### src/rtl/pulse_width_modulation_meas.sv
// rtl/pulse_width_modulation_meas.sv - PWM duty/period measurement with stuck-high/low detection
module pulse_width_modulation_meas #(
    parameter int BIT_WIDTH = 8,
    parameter int PWM_FREQ  = 100,
    parameter int SYS_FREQ  = 50000000
) (
    input  logic                 clk,
    input  logic                 reset,
    input  logic                 pwm_in,
    output logic [BIT_WIDTH-1:0] duty,
    output logic [BIT_WIDTH+1:0] period,
    output logic                 meas_valid,
    output logic                 stuck_hi,
    output logic                 stuck_lo
);

    localparam int RES_RAW = (SYS_FREQ / PWM_FREQ) / (2 ** BIT_WIDTH);
    localparam int RES     = (RES_RAW < 1) ? 1 : RES_RAW;
    localparam int PW      = (RES > 1) ? $clog2(RES) : 1;
    localparam int CW      = BIT_WIDTH + 2;

    localparam logic [PW-1:0]        PRESC_LAST = PW'(RES - 1);
    localparam logic [CW-1:0]        T_VAL      = CW'(2 ** (BIT_WIDTH + 1));
    localparam logic [CW-1:0]        T_LAST     = CW'((2 ** (BIT_WIDTH + 1)) - 1);
    localparam logic [CW-1:0]        CNT_MAX    = {CW{1'b1}};
    localparam logic [BIT_WIDTH-1:0] DUTY_MAX   = {BIT_WIDTH{1'b1}};

    typedef enum logic [1:0] {
        WAIT_RISE = 2'd0,
        HIGH      = 2'd1,
        LOW       = 2'd2
    } state_t;

    logic                 r_sync1;
    logic                 r_sync2;
    logic                 r_sync_d;
    logic [PW-1:0]        r_presc;
    logic [CW-1:0]        r_tcnt;
    logic [CW-1:0]        r_hcnt;
    logic [CW-1:0]        r_pcnt;
    state_t               r_state;
    logic [BIT_WIDTH-1:0] r_duty;
    logic [CW-1:0]        r_period;
    logic                 r_valid;
    logic                 r_stuck_hi;
    logic                 r_stuck_lo;

    logic                 w_rise;
    logic                 w_fall;
    logic                 w_tick_raw;
    logic                 w_tick;
    logic [CW-1:0]        w_hcnt_inc;
    logic [CW-1:0]        w_pcnt_inc;
    logic [CW-1:0]        w_pcnt_close;
    logic [BIT_WIDTH-1:0] w_hcnt_duty;
    logic                 w_to_hi;
    logic                 w_to_lo;

    assign w_rise     = r_sync2 & ~r_sync_d;
    assign w_fall     = ~r_sync2 & r_sync_d;
    assign w_tick_raw = (r_presc == PRESC_LAST);
    assign w_tick     = w_tick_raw & ~w_rise;

    assign w_hcnt_inc  = (r_hcnt == CNT_MAX) ? r_hcnt : r_hcnt + CW'(1);
    assign w_pcnt_inc  = (r_pcnt == CNT_MAX) ? r_pcnt : r_pcnt + CW'(1);
    // The tick swallowed by a closing rise still belongs to the period it ends.
    assign w_pcnt_close = w_tick_raw ? w_pcnt_inc : r_pcnt;
    assign w_hcnt_duty  = (r_hcnt > {2'b00, DUTY_MAX}) ? DUTY_MAX : r_hcnt[BIT_WIDTH-1:0];

    assign w_to_hi = w_tick && (r_hcnt == T_LAST);
    assign w_to_lo = w_tick && !w_fall && (r_tcnt == T_LAST);

    assign duty       = r_duty;
    assign period     = r_period;
    assign meas_valid = r_valid;
    assign stuck_hi   = r_stuck_hi;
    assign stuck_lo   = r_stuck_lo;

    always_ff @(posedge clk or negedge reset) begin
        if (!reset) begin
            r_sync1  <= 1'b0;
            r_sync2  <= 1'b0;
            r_sync_d <= 1'b0;
        end else begin
            r_sync1  <= pwm_in;
            r_sync2  <= r_sync1;
            r_sync_d <= r_sync2;
        end
    end

    always_ff @(posedge clk or negedge reset) begin
        if (!reset) begin
            r_presc <= '0;
        end else if (w_rise || w_tick_raw) begin
            r_presc <= '0;
        end else begin
            r_presc <= r_presc + PW'(1);
        end
    end

    // Ticks since the most recent strobe of either polarity; saturates at the timeout.
    always_ff @(posedge clk or negedge reset) begin
        if (!reset) begin
            r_tcnt <= '0;
        end else if (w_rise || w_fall) begin
            r_tcnt <= '0;
        end else if (w_tick && (r_tcnt != T_VAL)) begin
            r_tcnt <= r_tcnt + CW'(1);
        end
    end

    always_ff @(posedge clk or negedge reset) begin
        if (!reset) begin
            r_state    <= WAIT_RISE;
            r_hcnt     <= '0;
            r_pcnt     <= '0;
            r_duty     <= '0;
            r_period   <= '0;
            r_valid    <= 1'b0;
            r_stuck_hi <= 1'b0;
            r_stuck_lo <= 1'b0;
        end else begin
            r_valid <= 1'b0;
            case (r_state)
                WAIT_RISE: begin
                    if (w_rise) begin
                        r_state    <= HIGH;
                        r_hcnt     <= '0;
                        r_pcnt     <= '0;
                        r_stuck_hi <= 1'b0;
                        r_stuck_lo <= 1'b0;
                    end else if (w_to_lo) begin
                        r_stuck_lo <= 1'b1;
                        r_stuck_hi <= 1'b0;
                        r_duty     <= '0;
                    end
                end
                HIGH: begin
                    if (w_to_hi) begin
                        r_stuck_hi <= 1'b1;
                        r_stuck_lo <= 1'b0;
                        r_duty     <= DUTY_MAX;
                        r_state    <= WAIT_RISE;
                    end else begin
                        if (w_tick) begin
                            r_hcnt <= w_hcnt_inc;
                            r_pcnt <= w_pcnt_inc;
                        end
                        if (w_fall) begin
                            r_state <= LOW;
                        end
                    end
                end
                LOW: begin
                    if (w_rise) begin
                        r_duty     <= w_hcnt_duty;
                        r_period   <= w_pcnt_close;
                        r_valid    <= 1'b1;
                        r_hcnt     <= '0;
                        r_pcnt     <= '0;
                        r_stuck_hi <= 1'b0;
                        r_stuck_lo <= 1'b0;
                        r_state    <= HIGH;
                    end else if (w_to_lo) begin
                        r_stuck_lo <= 1'b1;
                        r_stuck_hi <= 1'b0;
                        r_duty     <= '0;
                        r_state    <= WAIT_RISE;
                    end else if (w_tick) begin
                        r_pcnt <= w_pcnt_inc;
                    end
                end
                default: begin
                    r_state <= WAIT_RISE;
                end
            endcase
        end
    end

endmodule

### config.mk
export PLATFORM = sky130hd
export DESIGN_NAME = pulse_width_modulation_meas
export DESIGN_NICKNAME = d
export VERILOG_FILES = /design/src/rtl/pulse_width_modulation_meas.sv
export SDC_FILE = /design/constraint.sdc
export NUM_CORES = 1
export LEC_CHECK = 0
export ABC_AREA = 1
export ABC_CLOCK_PERIOD_IN_PS = 2300
export BUFFER_PORTS_ARGS = -buffer_cell sky130_fd_sc_hd__buf_2
export CORE_ASPECT_RATIO = 0.6
export CORE_MARGIN = 1
export CORE_UTILIZATION = 40
export DETAILED_ROUTE_END_ITERATION = 10
export SLEW_MARGIN = 5
export SYNTH_ARGS = -nofsm -noshare
export SYNTH_HDL_FRONTEND = slang
export SYNTH_SLANG_ARGS = --single-unit
export TNS_END_PERCENT = 50
### constraint.sdc
create_clock -name clk -period 2.3 [get_ports clk]
set_clock_uncertainty 0.15 [all_clocks]
set_input_delay 0.345 -clock clk [delete_from_list [all_inputs] [get_ports clk]]
set_output_delay 0.345 -clock clk [all_outputs]
set_load 0.01 [all_outputs]
## Word level (Yosys, flattened, before mapping)

Index checks and enable logic that the tools add are counted.

| storage, ports and cells | value |
|---|---|
| bits in registers | 67 |
| latch bits | 0 |
| RAM bits | 0 |
| ROM bits | 0 |
| input bits | 3 |
| output and inout bits | 21 |
| word-level logic and storage cells | 98 |
| memories | 0 |

| cells by class | value |
|---|---|
| add/subtract/negate cells | 4 |
| multipliers | 0 |
| div/mod/pow operators | 0 |
| $lt $le $gt $ge | 1 |
| equality and inequality tests | 19 |
| shifts and indexed selects | 0 |
| multiplexer cells | 37 |
| bitwise logic cells | 6 |
| reduce and logical (&&, ||, !) cells | 18 |

Operators with widths:

| kind | count |
|---|---|
| 10-bit two-way mux | 12 |
| 8-bit two-way mux | 5 |
| 10-bit by 1-bit adder with 10-bit output (second input constant) | 3 |
| 10-bit one-hot mux with 3 select lines | 1 |
| 8-bit one-hot mux with 3 select lines | 1 |
| 10-bit == test (second input constant) | 2 |
| 10-bit by 9-bit == test with 1-bit output (second input constant) | 2 |
| 10-bit one-hot mux with 2 select lines | 1 |
| 2-bit != test (second input constant) | 6 |
| 11-bit by 1-bit adder with 11-bit output (second input constant) | 1 |
| 11-bit == test (second input constant) | 1 |
| 11-bit two-way mux | 1 |
| 10-bit by 8-bit > comparator with 1-bit output (second input constant) | 1 |
| 2-bit two-way mux | 5 |
| 10-bit != test (second input constant) | 1 |
| 3-bit != test (second input constant) | 3 |
| 3-bit AND reduction | 3 |
| 1-bit two-way mux | 8 |
| 2-bit one-hot mux with 3 select lines | 1 |
| 5-bit AND reduction | 1 |
| 1-bit logical AND | 4 |
| 1-bit one-hot mux with 2 select lines | 2 |
| 4-bit AND reduction | 1 |
| 2-bit nonzero test | 2 |
| other kinds (12) | 17 |

## Longest topological paths before layout

Gate-level depths: netlist of the first run.

| logic depth | value |
|---|---|
| depth in word-level cells | 9 |
| gate-level depth with buffers | 12 |
| depth with buffers taken out | 12 |

## Least setup slack after synthesis of the first run

No wires, ideal clock.

| timing path | value |
|---|---|
| path kind | reg-to-reg |
| start | reg r_state[0] |
| end | reg r_hcnt[5] |
| setup time | 0.128 ns |
| data arrival time | 1.657 ns |
| required time | 2.022 ns |
| path slack | 0.365 ns |
| cell stages (with the launch flop) | 10 |
| path buffers | 1 |
| period minus slack after synthesis | 1.935 ns |
| cells stage by stage | dfrtp_1 -> inv_1 -> ha_1 -> nor2_1 -> inv_1 -> a21oi_1 -> nand2_2 -> buf_6 -> nand2_1 -> o21ai_0 |

| on the way | value |
|---|---|
| longest elaborated chain between the ends | 4 |
| elaborated cells between the ends (all ways) | 11 |
| classes of those cells | 6 x eq/ne; 1 x mux; 4 x reduce/logical |

RTL lines:

| item | line | text |
|---|---|---|
| start, declared | 41 | `state_t r_state;` |
| start signal, assigned | 114 | `r_state <= WAIT_RISE;` |
| start signal, assigned | 127 | `r_state <= HIGH;` |
| start signal, assigned | 143 | `r_state <= WAIT_RISE;` |
| 2-bit == test / 2-bit logical NOT (equally long branches) | 124 | `case (r_state)` |
| 2-bit OR reduction (no source line) | -- |  |
| 2-bit by 1-bit != test with 1-bit output (no source line) / 2-bit nonzero test (equally long branches) | -- |  |
| 5-bit AND reduction (no source line) | -- |  |
| end signal, assigned | 146 | `r_hcnt <= w_hcnt_inc;` |
| end, declared | 39 | `logic [CW-1:0] r_hcnt;` |

Parallel ways exist; a longest one is shown, timed or not.
A chain may end at the register's enable or synchronous reset.

## Worst setup path in the final report of the first run

| timing path | value |
|---|---|
| start | reg r_hcnt[1] |
| end | reg r_pcnt[4] |

| on the way | value |
|---|---|
| longest elaborated chain between the ends | 4 |

RTL lines:

| item | line | text |
|---|---|---|
| 10-bit by 9-bit == test with 1-bit output | 70 | `assign w_to_hi = w_tick && (r_hcnt == T_LAST);` |
| 1-bit logical AND | 70 |  |
| 2-bit != test (no source line) | -- |  |
| 4-bit AND reduction (no source line) | -- |  |
| end signal, assigned | 147 | `r_pcnt <= w_pcnt_inc;` |
| end signal, assigned | 170 | `r_pcnt <= w_pcnt_inc;` |
| end, declared | 40 | `logic [CW-1:0] r_pcnt;` |

No other way between the ends.

==> summary.txt, run 1 <==
drt initial violations = 290
cell family with most CP delay = simple AND/OR/NAND/NOR gates
total grt overflow = 0
full die area = 0.01090 mm2
input/output buffers = 23
#FFs+latches synth = 67
final non-filler cell total = 746
final hold violation count = 0
Hold Path Sink = r_sync2
Skew-Pair Late Insertion Delay = 330 ps
clk slew on worst S/H paths = 50 ps
status = complete, no violations
Cells after Synth = 568
Critical Path Start Type = register
CP required = 2370 ps
max-cap viol count = 0
Starting Density = 41.81%
CP arrival = 2160 ps
CTS tree = done
Hold WC Path Type = register to register
Mean Syn Cell Area = 7.375 um2
H-tree depth = 3
DRT antenna net count = 0
pin count of the biggest net entering global routing = 68
Hold Startpoint = r_sync1
RR Startpoint = r_hcnt[1]
main area contributors after synthesis = dfrtp_1 (40%), nand2_1 (14%), nand3_1 (6.2%)
ratio of cells with drive above 1 in the final layout = 16.53%
Max-slew headroom = 73.84%
Critical Path Most Common Cell = nand2_1
Internal = 2.854 mW
post-synth top area share = 40.02%
hpwl dp = 7266 um
hold path depth = 0
global placement routability congestion = 0.9282
Final Max Slew Viols = 0
Post-synth EDFFs = 0
RSZ-0062 raised after global routing = no
PwrDens = 910.2 mW/mm2
CP Class = register to register
Die Y = 81.27 um
Async SR Flop Fraction = 100.0%
Root Buffer = clkbuf_16
critical-path cell with the highest stage delay = dfrtp_1
part of the power in registers = 33.1%
Fillers = 984
post-route setup TNS = 0 ps
antenna violations before repair = 0
final WL = 10,090 um
CP endpoint kind = register
first-pass GRT wire length = 17,240 um
crit-path max FO = 6
core area = 0.01002 mm2
# DRC = 0
Global Route Usage Sum = 20.19%
vias after detailed routing = 3,890
DR pass1 iterations = 5
Synth Net Count = 584
r2r setup slk = 210 ps
Max rail drop VDD = 448.2 uV
CTS max path bufs = 2
DIE WIDTH = 134.1 um
Clock power frac = 33.9%
NetSw = 1.605 mW
routed vias/inst = 5.214
Mapped Area = 0.004189 mm2
fin crit period = 2092 ps
cell taking the most area after synthesis = dfrtp_1
vias in the first global route = 3,512
WP buf/inv = 1
crit path cell chain = ha_1 -> nand2_1 -> nor2_4 -> nand2_1 -> nor3_2 -> nand2_2 -> o21ai_2 -> nor2_2 -> buf_4 -> nand3_1 -> nand2_1
Area Growth Syn to Fin = 16.94%
count of cell types in the netlist = 37
Tightest Pin Transition = 391.4 ps
RR Endpoint = r_pcnt[4]
fin nets = 622
sw frac = 36.00%
Max stage delay on crit path = 420 ps
# IOs = 24
ANT cells = 0
fin crit share = 90.95%
Peak Freq = 0.4781 GHz
Synth Flop Type = dfrtp_1
CTS Buf Count = 9
standard-cell rows = 28
# setup viols final = 0
P_leak = 2.303 nW
Gate power share = 33.1%
worst r2r path cells = 11
Yosys warning total = 0
sequential share of the synthesized area = 40.02%
wire length per cell = 13.52 um
TritonCTS Sinks = 67
total placed cells including tap cells = 728
post-CTS setup buffers = 0
-- state kept, by name, indices dropped and copies added, names as in the netlist, 2 cells and up --
signal / cells
duty: 8
period: 10
r_hcnt: 10
r_pcnt: 10
r_presc: 11
r_state: 2
r_tcnt: 10
-- per-layer routing --
metal	global-route usage, %	share of wire, %
met3	4.931	6.3
met4	5.506	1.0
met1	30.03	52
met2	28.76	41
met5	0	0
-- Yosys cell counts (2+ instances only) --
library cell  count
nand2_1         161
dfrtp_1          67
inv_1            54
nand3_1          52
o21ai_0          40
nor2_1           31
a21oi_1          23
nand4_1          15
nor3_1           15
ha_1             13
o21ai_1          12
clkbuf_1          8
xor2_1            8
inv_2             7
o21ai_2           7
or2_2             7
buf_2             4
nand2_2           4
nor2_2            4
nor2_4            4
nand3_2           3
nor3_2            3
nor3b_1           3
o21a_1            3
buf_1             2
buf_6             2
nand3_4           2
nand3b_1          2
nor4_1            2
o211ai_1          2
xnor2_1           2
-- final cells by class --
class / instances / area [um2] / area share, %
clock buffers: 12 / 256.5 / 5.236
multi-input cells: 422 / 2201 / 44.93
inverters: 62 / 232.7 / 4.751
repair buffers: 44 / 290.3 / 5.926
clock inverters: 4 / 72.57 / 1.481
flip-flops and latches: 67 / 1677 / 34.23
well taps: 135 / 168.9 / 3.448
-- what timing repair did --
item                                   CTS  global route
hold buffers                             2             0
endpoints found under the hold margin   68             0
setup endpoints to repair                0            10
gates resized for setup                  0             2
-- logic make-up (layout without fill, tap and decap cells) --
family                   count (synthesis)  in the layout  share of synthesized area, %
AO/OA/AOI/OAI                           89             89                         11.68
XOR/XNOR                                10             10                         2.091
adder cells (fa/ha/maj)                 13             13                         3.883
buffers and inverters                   79            122                         7.646
flip-flops                              67             67                         40.02
AND/OR/NAND/NOR                        310            310                         34.68
-- placed cells by master (no fill, tap or decap), types with 8 or more instances in the layout --
master,netlist,routed
nand2_1,161,161
dfrtp_1,67,67
inv_1,54,54
nand3_1,52,52
o21ai_0,40,40
nor2_1,31,31
buf_2,4,23
a21oi_1,23,22
buf_4,1,18
nor3_1,15,15
nand4_1,15,15
ha_1,13,13
o21ai_1,12,12
clkbuf_16,0,9
xor2_1,8,8
-- power groups by stage --
stage	logic, mW	clock network (mW)	registers [mW]
finish	1.47	1.51	1.48
global route	1.64	1.60	1.50
CTS	1.46	1.55	1.48
detailed placement	1.44	0	1.50
global placement	1.43	0	1.49
floorplan	0.948	0	1.51
-- worst max-delay path by stage --
stage | startpoint | end | slack [ps] | cells past startpoint
2_1_floorplan | r_state[0] | r_hcnt[5] | 360 | 9
3_3_place_gp | r_hcnt[1] | r_pcnt[4] | 280 | 11
6_report | r_hcnt[1] | r_pcnt[4] | 210 | 11
3_5_place_dp | r_state[0] | r_hcnt[4] | 200 | 8
5_1_grt | r_state[0] | duty[2] | 20 | 9
4_1_cts | r_state[0] | r_hcnt[4] | 170 | 8
-- per-stage QoR --
step / hold slack, ps / power (mW) / cell area, um2 / util, % / setup slack [ps]
5_1_grt: 217.0 / 4.732 / 4898 / 48.89 / 16.05
2_1_floorplan: -100.6 / 2.459 / 4189 / - / 364.6
6_report: 201.2 / 4.459 / 4898 / 48.89 / 208.2
3_5_place_dp: 189.6 / 2.941 / 4541 / 45.32 / 197.9
3_3_place_gp: 199.1 / 2.921 / 4541 / 45.32 / 280.8
4_1_cts: 204.7 / 4.484 / 4890 / 48.80 / 167.8
Note: power is estimated with default switching activity, not from simulation.
==> inputs of run 2 (changes only) <==
REMOVE_ABC_BUFFERS = 1   (was unset)
==> run 2 against run 1 <==
Routed wire length up 4.0%. Largest cell class unchanged. Via count down 0.36%. Sequential share of layout area up 0.34 points. Sequential cell count unchanged. Non-clock buffer count down 4. Sequential power about the same. Die area unchanged. Worst setup slack better by 35 ps. Combinational power about the same. Global-route usage up 0.73 points.
==> summary.txt, run 2 (synthesis gave the netlist of run 1 again) <==
multi-input logic area = 0.002207 mm2
core area = 0.01002 mm2
CP required = 2370 ps
ANT cells = 0
met3 Use GR = 4.557%
Setup crit end = r_hcnt[2]
hpwl dp = 7489 um
Final WS setup = 242.8 ps
global placement routability congestion = 0.9035
RSZ-0062 raised after global routing = no
full die area = 0.01090 mm2
CP endpoint kind = register
DR pass1 iterations = 5
most common cell after layout, fill and taps aside = nand2_1
RR Startpoint = r_state[0]
Global Route Usage Sum = 20.92%
Hold WC Path Type = register to register
fin nets = 618
worst r2r path cells = 8
met1 usage = 30.28%
Final Max Slew Viols = 0
sequential cell area = 0.001677 mm2
status = complete, no violations
H-tree depth = 3
Peak Freq = 0.4861 GHz
Fillers = 1,001
RR Endpoint = r_hcnt[2]
CTS Buf Count = 9
clk slew on worst S/H paths = 60 ps
input/output buffers = 23
Die Y = 81.27 um
crit path from = r_state[0]
worst slack, placed = 135.5 ps
standard-cell rows = 28
final WL = 10,490 um
post-route setup TNS = 0 ps
GR Layer Usage met2 = 30.10%
fin crit period = 2057 ps
first-pass GRT wire length = 17,750 um
Starting Density = 41.81%
vias in the first global route = 3,695
# setup viols final = 0
DIE WIDTH = 134.1 um
r2r setup slk = 240 ps
DRT antenna net count = 0
ratio of cells with drive above 1 in the final layout = 16.14%
CP Class = register to register
antenna violations before repair = 0
Reg with most FFs = r_presc
CTS tree = done
Root Buffer = clkbuf_16
TritonCTS Sinks = 67
final hold violation count = 0
CP arrival = 2130 ps
CTS max path bufs = 2
final non-filler cell total = 742
max FFs per register = 11
routed vias/inst = 5.224
PwrDens = 890.9 mW/mm2
Tightest Pin Transition = 407.9 ps
max-cap viol count = 0
# DRC = 0
drt initial violations = 269
vias after detailed routing = 3,876
grt peak-use layer = met1
total grt overflow = 0
fin crit share = 89.44%
crit-path max FO = 18
pin count of the biggest net entering global routing = 68
# IOs = 24
most frequent cells in the layout = nand2_1 (161), dfrtp_1 (67), inv_1 (54), nand3_1 (52), o21ai_0 (40)
P_leak = 2.263 nW
Hold WS = 204.6 ps
wire length per cell = 14.14 um
Skew-Pair Late Insertion Delay = 340 ps
Max-slew headroom = 72.81%
Max rail drop VDD = 493.9 uV
hold path depth = 0
Critical Path Start Type = register
Area Growth Syn to Fin = 15.77%
total placed cells including tap cells = 724
[run 2: cell type report]
cell class	count	share of cell area, %
multi-input cells	422	45.51
flip-flops and latches	67	34.57
repair buffers	40	5.366
clock buffers	10	4.928
inverters	62	4.799
well taps	135	3.483
clock inverters	6	1.342
[run 2: stage by stage]
step	power [mW]	instance area [um2]	utilization, %
floorplan	2.389	4101	-
global placement	2.873	4511	45.02
detailed placement	2.898	4511	45.02
CTS	4.328	4835	48.25
global route	4.602	4850	48.40
finish	4.321	4850	48.40
[run 2: timing repair]
item	CTS	global route
setup buffers	0	0
setup endpoints to repair	0	11
gates resized for setup	0	3
hold endpoints to repair	68	0
hold buffers	2	0
[run 2: layer usage]
layer  vias up  wire [um]  share of wire (%)
met4         0        164                1.6
met5         -          0                  0
li1       1935          -                  -
met3        18        526                5.0
met1      1814       5506                 52
met2       109       4292                 41
[run 2: worst min path at each step]
| stage | startpoint | end |
|---|---|---|
| floorplan | reset | duty[0] |
| global placement | r_sync1 | r_sync2 |
| detailed placement | r_sync1 | r_sync2 |
| CTS | r_sync1 | r_sync2 |
| global route | r_sync1 | r_sync2 |
| finish | r_sync1 | r_sync2 |
[run 2: where the power goes]
part / internal [mW] / leakage, nW / total [mW] / switching, mW
Combinational: 0.458 / 1.22 / 1.44 / 0.983
Sequential: 1.35 / 0.904 / 1.48 / 0.134
Clock: 0.866 / 0.137 / 1.40 / 0.534
[run 2: worst max-delay path, stage by stage, from the launching register on]
cell,delay (ps)
dfrtp_1,420
inv_1,100
ha_1,260
nor2_1,150
inv_1,70
a21oi_1,340
nand2_4,210
a21oi_1,170
a21oi_1,60
